File: src/rtl/mem_stage_lsu.sv
`default_nettype none
// ============================================================================
//  Module      : mem_stage_lsu
//  Description : MEM-stage load/store unit. Drives a req/gnt + rvalid data bus,
//                stalls the pipeline until the access completes, and holds the
//                MEM/WB pipeline register. Optional: MEM_MISALIGN_TRAP_EN.
//  Revision    : 1.0 - initial release
// ============================================================================
module mem_stage_lsu #(
    parameter int XLEN = 32,
    parameter int RD_W = 5
) (
    input  logic            i_clk,
    input  logic            i_rst_n,
    input  logic [XLEN-1:0] i_alu_result_MEM,
    input  logic [XLEN-1:0] i_dataB_MEM,
    input  logic [XLEN-1:0] i_pc_plus4_MEM,
    input  logic [RD_W-1:0] i_addr_des_MEM,
    input  logic            i_reg_write_MEM,
    input  logic            i_mem_write_MEM,
    input  logic [1:0]      i_result_src_MEM,
    output logic            o_stall_MEM,
`ifdef MEM_MISALIGN_TRAP_EN
    output logic            o_misalign_MEM,
`endif
    output logic            o_dmem_req,
    output logic            o_dmem_we,
    output logic [XLEN-1:0] o_dmem_addr,
    output logic [XLEN-1:0] o_dmem_wdata,
    input  logic            i_dmem_gnt,
    input  logic            i_dmem_rvalid,
    input  logic [XLEN-1:0] i_dmem_rdata,
    output logic [XLEN-1:0] o_alu_result_WB,
    output logic [XLEN-1:0] o_read_data_WB,
    output logic [XLEN-1:0] o_pc_plus4_WB,
    output logic [RD_W-1:0] o_addr_des_WB,
    output logic            o_reg_write_WB,
    output logic [1:0]      o_result_src_WB
);

    typedef enum logic [1:0] {
        IDLE = 2'd0,
        REQ  = 2'd1,
        WAIT = 2'd2
    } state_t;

    state_t state;

    logic mem_op;
    logic misalign;
    logic issue;
    logic req;
    logic stall;
    logic resp;

    assign mem_op = i_mem_write_MEM | (i_result_src_MEM == 2'b01);

`ifdef MEM_MISALIGN_TRAP_EN
    // A misaligned access never reaches the bus; it retires as a bubble.
    assign misalign       = i_rst_n & mem_op & (state == IDLE) & (i_alu_result_MEM[1:0] != 2'b00);
    assign o_misalign_MEM = misalign;
`else
    assign misalign = 1'b0;
`endif

    assign issue = mem_op & ~misalign;
    // The reset term keeps req/stall low while the FSM is held in IDLE.
    assign req   = i_rst_n & (((state == IDLE) & issue) | (state == REQ));
    assign resp  = (state == WAIT) & i_dmem_rvalid;
    assign stall = req | ((state == WAIT) & ~i_dmem_rvalid);

    assign o_stall_MEM  = stall;
    assign o_dmem_req   = req;
    assign o_dmem_we    = req & i_mem_write_MEM;
    assign o_dmem_wdata = req ? i_dataB_MEM : '0;
`ifdef MEM_MISALIGN_TRAP_EN
    assign o_dmem_addr  = req ? i_alu_result_MEM : '0;
`else
    assign o_dmem_addr  = req ? {i_alu_result_MEM[XLEN-1:2], 2'b00} : '0;
`endif

    always_ff @(posedge i_clk or negedge i_rst_n) begin
        if (!i_rst_n) begin
            state <= IDLE;
        end else begin
            case (state)
                IDLE:    if (issue) state <= i_dmem_gnt ? WAIT : REQ;
                REQ:     if (i_dmem_gnt) state <= WAIT;
                WAIT:    if (i_dmem_rvalid) state <= IDLE;
                default: state <= IDLE;
            endcase
        end
    end

    always_ff @(posedge i_clk or negedge i_rst_n) begin
        if (!i_rst_n) begin
            o_alu_result_WB <= '0;
            o_read_data_WB  <= '0;
            o_pc_plus4_WB   <= '0;
            o_addr_des_WB   <= '0;
            o_reg_write_WB  <= 1'b0;
            o_result_src_WB <= 2'b00;
        end else if (!stall) begin
            o_alu_result_WB <= i_alu_result_MEM;
            o_read_data_WB  <= resp ? i_dmem_rdata : '0;
            o_pc_plus4_WB   <= i_pc_plus4_MEM;
            o_addr_des_WB   <= i_addr_des_MEM;
            o_reg_write_WB  <= i_reg_write_MEM & ~misalign;
            o_result_src_WB <= i_result_src_MEM;
        end else begin
            o_reg_write_WB  <= 1'b0;
        end
    end

endmodule
`default_nettype wire
File: config.mk
export PLATFORM = sky130hd
export DESIGN_NAME = mem_stage_lsu
export DESIGN_NICKNAME = d
export VERILOG_FILES = /design/src/rtl/mem_stage_lsu.sv
export SDC_FILE = /design/constraint.sdc
export NUM_CORES = 1
export LEC_CHECK = 0
export BUFFER_PORTS_ARGS = -buffer_cell sky130_fd_sc_hd__buf_2
export CAP_MARGIN = 15
export CELL_PAD_IN_SITES_DETAIL_PLACEMENT = 0
export CELL_PAD_IN_SITES_GLOBAL_PLACEMENT = 1
export CORE_MARGIN = 4
export CORE_UTILIZATION = 33
export DETAILED_ROUTE_END_ITERATION = 16
export GPL_TIMING_DRIVEN = 0
export PLACE_DENSITY_LB_ADDON = 0.1
export SYNTH_ARGS = -nofsm -noshare
export SYNTH_HDL_FRONTEND = slang
export SYNTH_SLANG_ARGS = --single-unit
File: constraint.sdc
create_clock -name i_clk -period 1.77 [get_ports i_clk]
set_clock_uncertainty 0.05 [all_clocks]
set_input_delay 0.177 -clock i_clk [delete_from_list [all_inputs] [get_ports i_clk]]
set_output_delay 0.177 -clock i_clk [all_outputs]
set_load 0.01 [all_outputs]
; ---- Yosys cells after proc, flatten, opt, wreduce, memory -nomap -nowiden
; Cells that the tools add are included.
[totals]
out_inout_bits = 171
in_bits = 141
wordCells = 33
register_bits = 106
[classes]
n_reduce_logical = 2
n_mux = 9
bitwise = 9
n_eq_ne = 6
[op_table]
columns = op, count
row1 = $mux W32, 3
row2 = $mux W2, 4
row3 = $ne A2 B2 Y1 const B, 3
row4 = $pmux W2 S3, 1
row5 = $and A1 B1 Y1, 5
row6 = $eq A2 B1 Y1 const B, 2
row7 = $or A1 B1 Y1, 3
row8 = $reduce_and A3 Y1, 1
row9 = $eq A2 B2 Y1 const B, 1
row10 = $logic_not A2 Y1, 1
row11 = $mux W1, 1
row12 = $not A1 Y1, 1

; ---- Logic depth before layout (Yosys ltp)
[depth]
ltp_word = 7
ltp_mapped = 7
mapped_depth_nobuf = 4

; ---- Worst setup path before layout
; No wires, ideal clock.
[synth_path]
kind = flip-flop to output port
startpoint = register state[0]
endpoint = output port o_dmem_addr[23]
stages_incl_launch_ff = 7
t_arrival_ps = 1392
t_required_ps = 1543
path_slack_ps = 151
path_buffers = 2
cell_sequence = dfrtp_1 -> or2_1 -> buf_6 -> o21ai_4 -> inv_2 -> clkbuf_1 -> and2_1
[synth_via]
elab_chain_cells = 5
word_cells_on_any_way = 6
classes_between = 1 x eq/ne / 1 x mux / 3 x bitwise / 1 x reduce/logical
[synth_lines]
columns = element, line_no
row1 = "start, declared", 47  ; state_t state;
row2 = "start signal, assigned", 87  ; IDLE: if (issue) state <= i_dmem_gnt ? WAIT : REQ;
row3 = $logic_not A2 Y1, 68  ; assign req = i_rst_n & (((state == IDLE) & issue) | (state == REQ));
row4 = $and A1 B1 Y1, 68
row5 = $or A1 B1 Y1 *, 68
row6 = $and A1 B1 Y1 *, 68
row7 = $mux W32 *, 79  ; assign o_dmem_addr = req ? {i_alu_result_MEM[XLEN-1:2], 2'b00} : '0;
row8 = "end, declared", 28  ; output logic [XLEN-1:0] o_dmem_addr,
; Mark *: on every way between the ends. The rest lies on a longest branch, timed or not.

; ---- Worst setup path after layout
[layout_path]
startpoint = register state[0]
endpoint = output port o_dmem_wdata[21]
[layout_via]
elab_chain_cells = 5
word_cells_on_any_way = 6
classes_between = 1 x eq/ne / 1 x mux / 3 x bitwise / 1 x reduce/logical
[layout_lines]
columns = element, line_no
row1 = $logic_not A2 Y1, 68
row2 = $and A1 B1 Y1, 68
row3 = $or A1 B1 Y1 *, 68
row4 = $and A1 B1 Y1 *, 68
row5 = $mux W32 *, 75  ; assign o_dmem_wdata = req ? i_dataB_MEM : '0;
row6 = "end, declared", 29  ; output logic [XLEN-1:0] o_dmem_wdata,
; Marks and branches as above.

==> reports/summary.txt <==
Max Fclk: 0.472 GHz
CP top delay family: buffers and inverters
vias in the first global route: 5853
share of post-route cells with drive strength above 1: 51.4%
Rel. slew slack: 65.1%
Comb pwr share: 39.8%
CTS Buffer Depth: 2
Die Ht: 142 µm
Layout fillers: 1605
synthesized area per cell: 9.34 µm²
Yosys top cell by area: dfrtp_1
Cell Area, Placed: 0.00776 mm²
Cell Int Power: 0.00601 W
Synth cell types: 25
register share of total power: 35.3%
TritonRoute pass-1 iters: 5
GRT overflow: 0
hold_ws: -0.335 ns
top-count cell post-synth: nand2_1
Tightest Pin Transition: 0.524 ns
Max Cap Violations: 0
Worst R2R Path Depth: 9
failing checks: hold timing, setup timing
simple-gate share of the synthesized area: 16.9%
Finished Layout Cells: 1269
clock sinks: 106
CP Launch Type: flip-flop
initial core utilization: 33.8%
count of standard-cell rows: 48
Tcrit/Tclk final: 120%
die area: 0.0201 mm²
synthesized area: 0.00589 mm²
CP Class: reg -> out
status: finished with violations
drt first-iter violations: 229
Hold/Removal Path Class: in -> async
FFs w/ async S/R, synth: 100%
via/cell ratio: 4.90
combinational family with the most area after synthesis: compound AO/OA/AOI/OAI gates
Slowest-stage cell, CP: dfrtp_1
hpwl dp: 15700 µm
first-pass GRT wire length: 33400 µm
root buffer cell: clkbuf_16
# H-tree levels: 3
CTS Buf Count: 9
Tmin final: 2.12 ns
unrepaired setup endpoints after global routing: true
CTS tree: yes
core area: 0.0174 mm²
Port Buffer Count: 309
adder-cell share of the synthesized area: 0%
clock share of power: 24.9%
Switching Share: 35.1%
worst-skew pair later-pin latency: 0.36 ns
endpoint class of the critical path: primary output
top_reg_cell synth: dfrtp_1
GP Congestion: 0.814
Critical Path Max Stage Delay: 0.39 ns
Post-synth EDFFs: 0
Yosys top cell area share: 45.0%
I/O Pins: 312
DRT Wirelength: 23300 µm
Residual DRC: 0
antenna violations before repair: 1
mux cell area share after synthesis: 0%
Buf/Inv on CP: 3
cells along the critical path: or2_4 -> o21ai_4 -> clkinv_4 -> clkbuf_16 -> and2_4 -> buf_6
area grow syn2layout: 67.1%
Mapped Cells: 631
switching power total: 0.00326 W
Synth Register Bits: 106
Peak VDD IR: 558 µV
Final Cell Area: 0.00985 mm²
CTS clk-pin slew, worst paths: 0.08 ns
Reg-to-Reg Start: state[0]
pwr/cell area: 941 mW/mm²
die width: 142 µm
nets: 1180
WL/cell: 18.4 µm
Fin. Hold Viols: 51
Synth Area in XOR/XNOR: 0%
via count: 6220
fin. max-slew vios: 0
Antenna Nets Post-Route: 0
Compound-Gate Fraction of Synth Area: 30.4%
Post-synth top cells: nand2_1 (143), dfrtp_1 (106), o211ai_1 (82), and2_1 (63), o211ai_2 (60)
static leakage: 4.84 nW
R2R setup slack: -0.28 ns
Worst EP required: 1.54 ns
largest cells by area after synthesis: dfrtp_1 (45%), o211ai_2 (13%), o211ai_1 (10%)
Critical Path AT: 1.89 ns
largest net degree at the start of global routing: 56
yosys warns: 0
Final setup viols: 125
critical-path maximum fanout: 8
worst r2r dst: o_pc_plus4_WB[0]
setup ws final: -0.347 ns
antenna cells: 0
Tot GR Track Use: 20.9%
Seq/Total Area, Yosys: 45.0%
hold buffers post-CTS: 33
DP Cell Count: 1167
[worst register-to-register path, cell delays in order, from the launching register on]
cell and delay (ns):
dfrtp_1 0.39, or2_4 0.26, o21ai_4 0.23, clkinv_4 0.19, buf_12 0.19, buf_6 0.11
buf_6 0.11, buf_12 0.15, clkbuf_16 0.17, o211ai_2 0.14
[how the worst max path moves through the flow]
stage               startpoint               end  cells past startpoint  slack, ns
floorplan             state[0]   o_dmem_addr[23]                      6       0.15
global placement       i_rst_n   o_dmem_addr[16]                      8      -2.38
detailed placement     i_rst_n   o_dmem_addr[16]                      8      -0.80
CTS                   state[0]  o_dmem_wdata[16]                      7      -0.36
global route          state[0]  o_dmem_wdata[13]                      6      -0.41
finish                state[0]  o_dmem_wdata[21]                      6      -0.35
[registers in the layout, summed over array words and instances, names as in the netlist]
name,cells
o_reg_write_WB,1
o_read_data_WB,32
o_pc_plus4_WB,32
o_alu_result_WB,32
o_addr_des_WB,5
o_result_src_WB,2
state,2
[layout by cell type (no fill, tap or decap), types with 2 or more instances in the layout]
cell type        n
o211ai_1        82
bufinv_16        2
nand2_2          7
buf_8           12
clkbuf_4         5
and2_4          40
clkbuf_16       24
and2_1          23
dlygate4sd3_1   33
inv_6            2
conb_1           2
a22oi_1         32
o211ai_2        60
o21ai_1          3
nand2_1        136
a21oi_1          2
nor2b_1          2
clkbuf_2         3
buf_2          269
o21ai_0         29
inv_1           33
buf_4           31
buf_6           62
inv_8            3
dfrtp_1        106
clkbuf_1        19
buf_12           9
[cells by family after synthesis]
logic type | after synthesis
buffers and inverters | 100
other | 1
AND/OR/NAND/NOR | 215
flip-flops | 106
AO/OA/AOI/OAI | 209
[power groups by stage]
stage	registers, W	logic, W	clock network, W
after detailed placement	0.00331	0.00281	0
after global placement	0.00331	0.00278	0
after global routing	0.00335	0.00396	0.00247
after CTS	0.00327	0.00298	0.00238
after floorplan	0.00349	0.00132	0
final	0.00328	0.00369	0.00231
[metrics by stage]
step                      util (%)  power, W  setup TNS (ns)  hold slack (ns)  worst slack (ns)
after floorplan                  -   0.00481               0           -0.169             0.151
final                         56.5   0.00927          -32.75           -0.335            -0.347
after global placement        44.4   0.00609         -446.14            0.314             -2.38
after detailed placement      44.5   0.00612          -74.94            0.124            -0.797
after global routing          56.5   0.00978          -42.20           -0.315            -0.414
after CTS                     49.4   0.00863          -22.02           -0.273            -0.363
[cell type report]
class,count,area [µm²],area share [%]
clock buffers,9,225,2.29
clock inverters,7,108,1.09
flip-flops and latches,106,2650,26.9
multi-input cells,426,2920,29.7
plain buffers,61,577,5.86
well taps,225,282,2.86
repair inverters,1,11.3,0.114
repair buffers,400,2940,29.8
inverters,34,133,1.35
[timing repair]
| action | in CTS | in global routing |
|---|---|---|
| endpoints found under the hold margin | 84 | 51 |
| pin swaps | 2 | 85 |
| setup buffers | 5 | 34 |
| resized for setup | 48 | 228 |
| endpoints found under the setup margin | 166 | 167 |
| cloned | 0 | 19 |
[routing by layer]
layer  up-vias  global-route usage, %  wire (µm)
met5         -                      0         12
met4         2                   5.66        397
met3        22                   5.43       1380
met2       180                   32.7      11200
met1      2986                   28.9      10400
li1       3030                      -          -
Note: power is estimated with default switching activity, not from simulation.
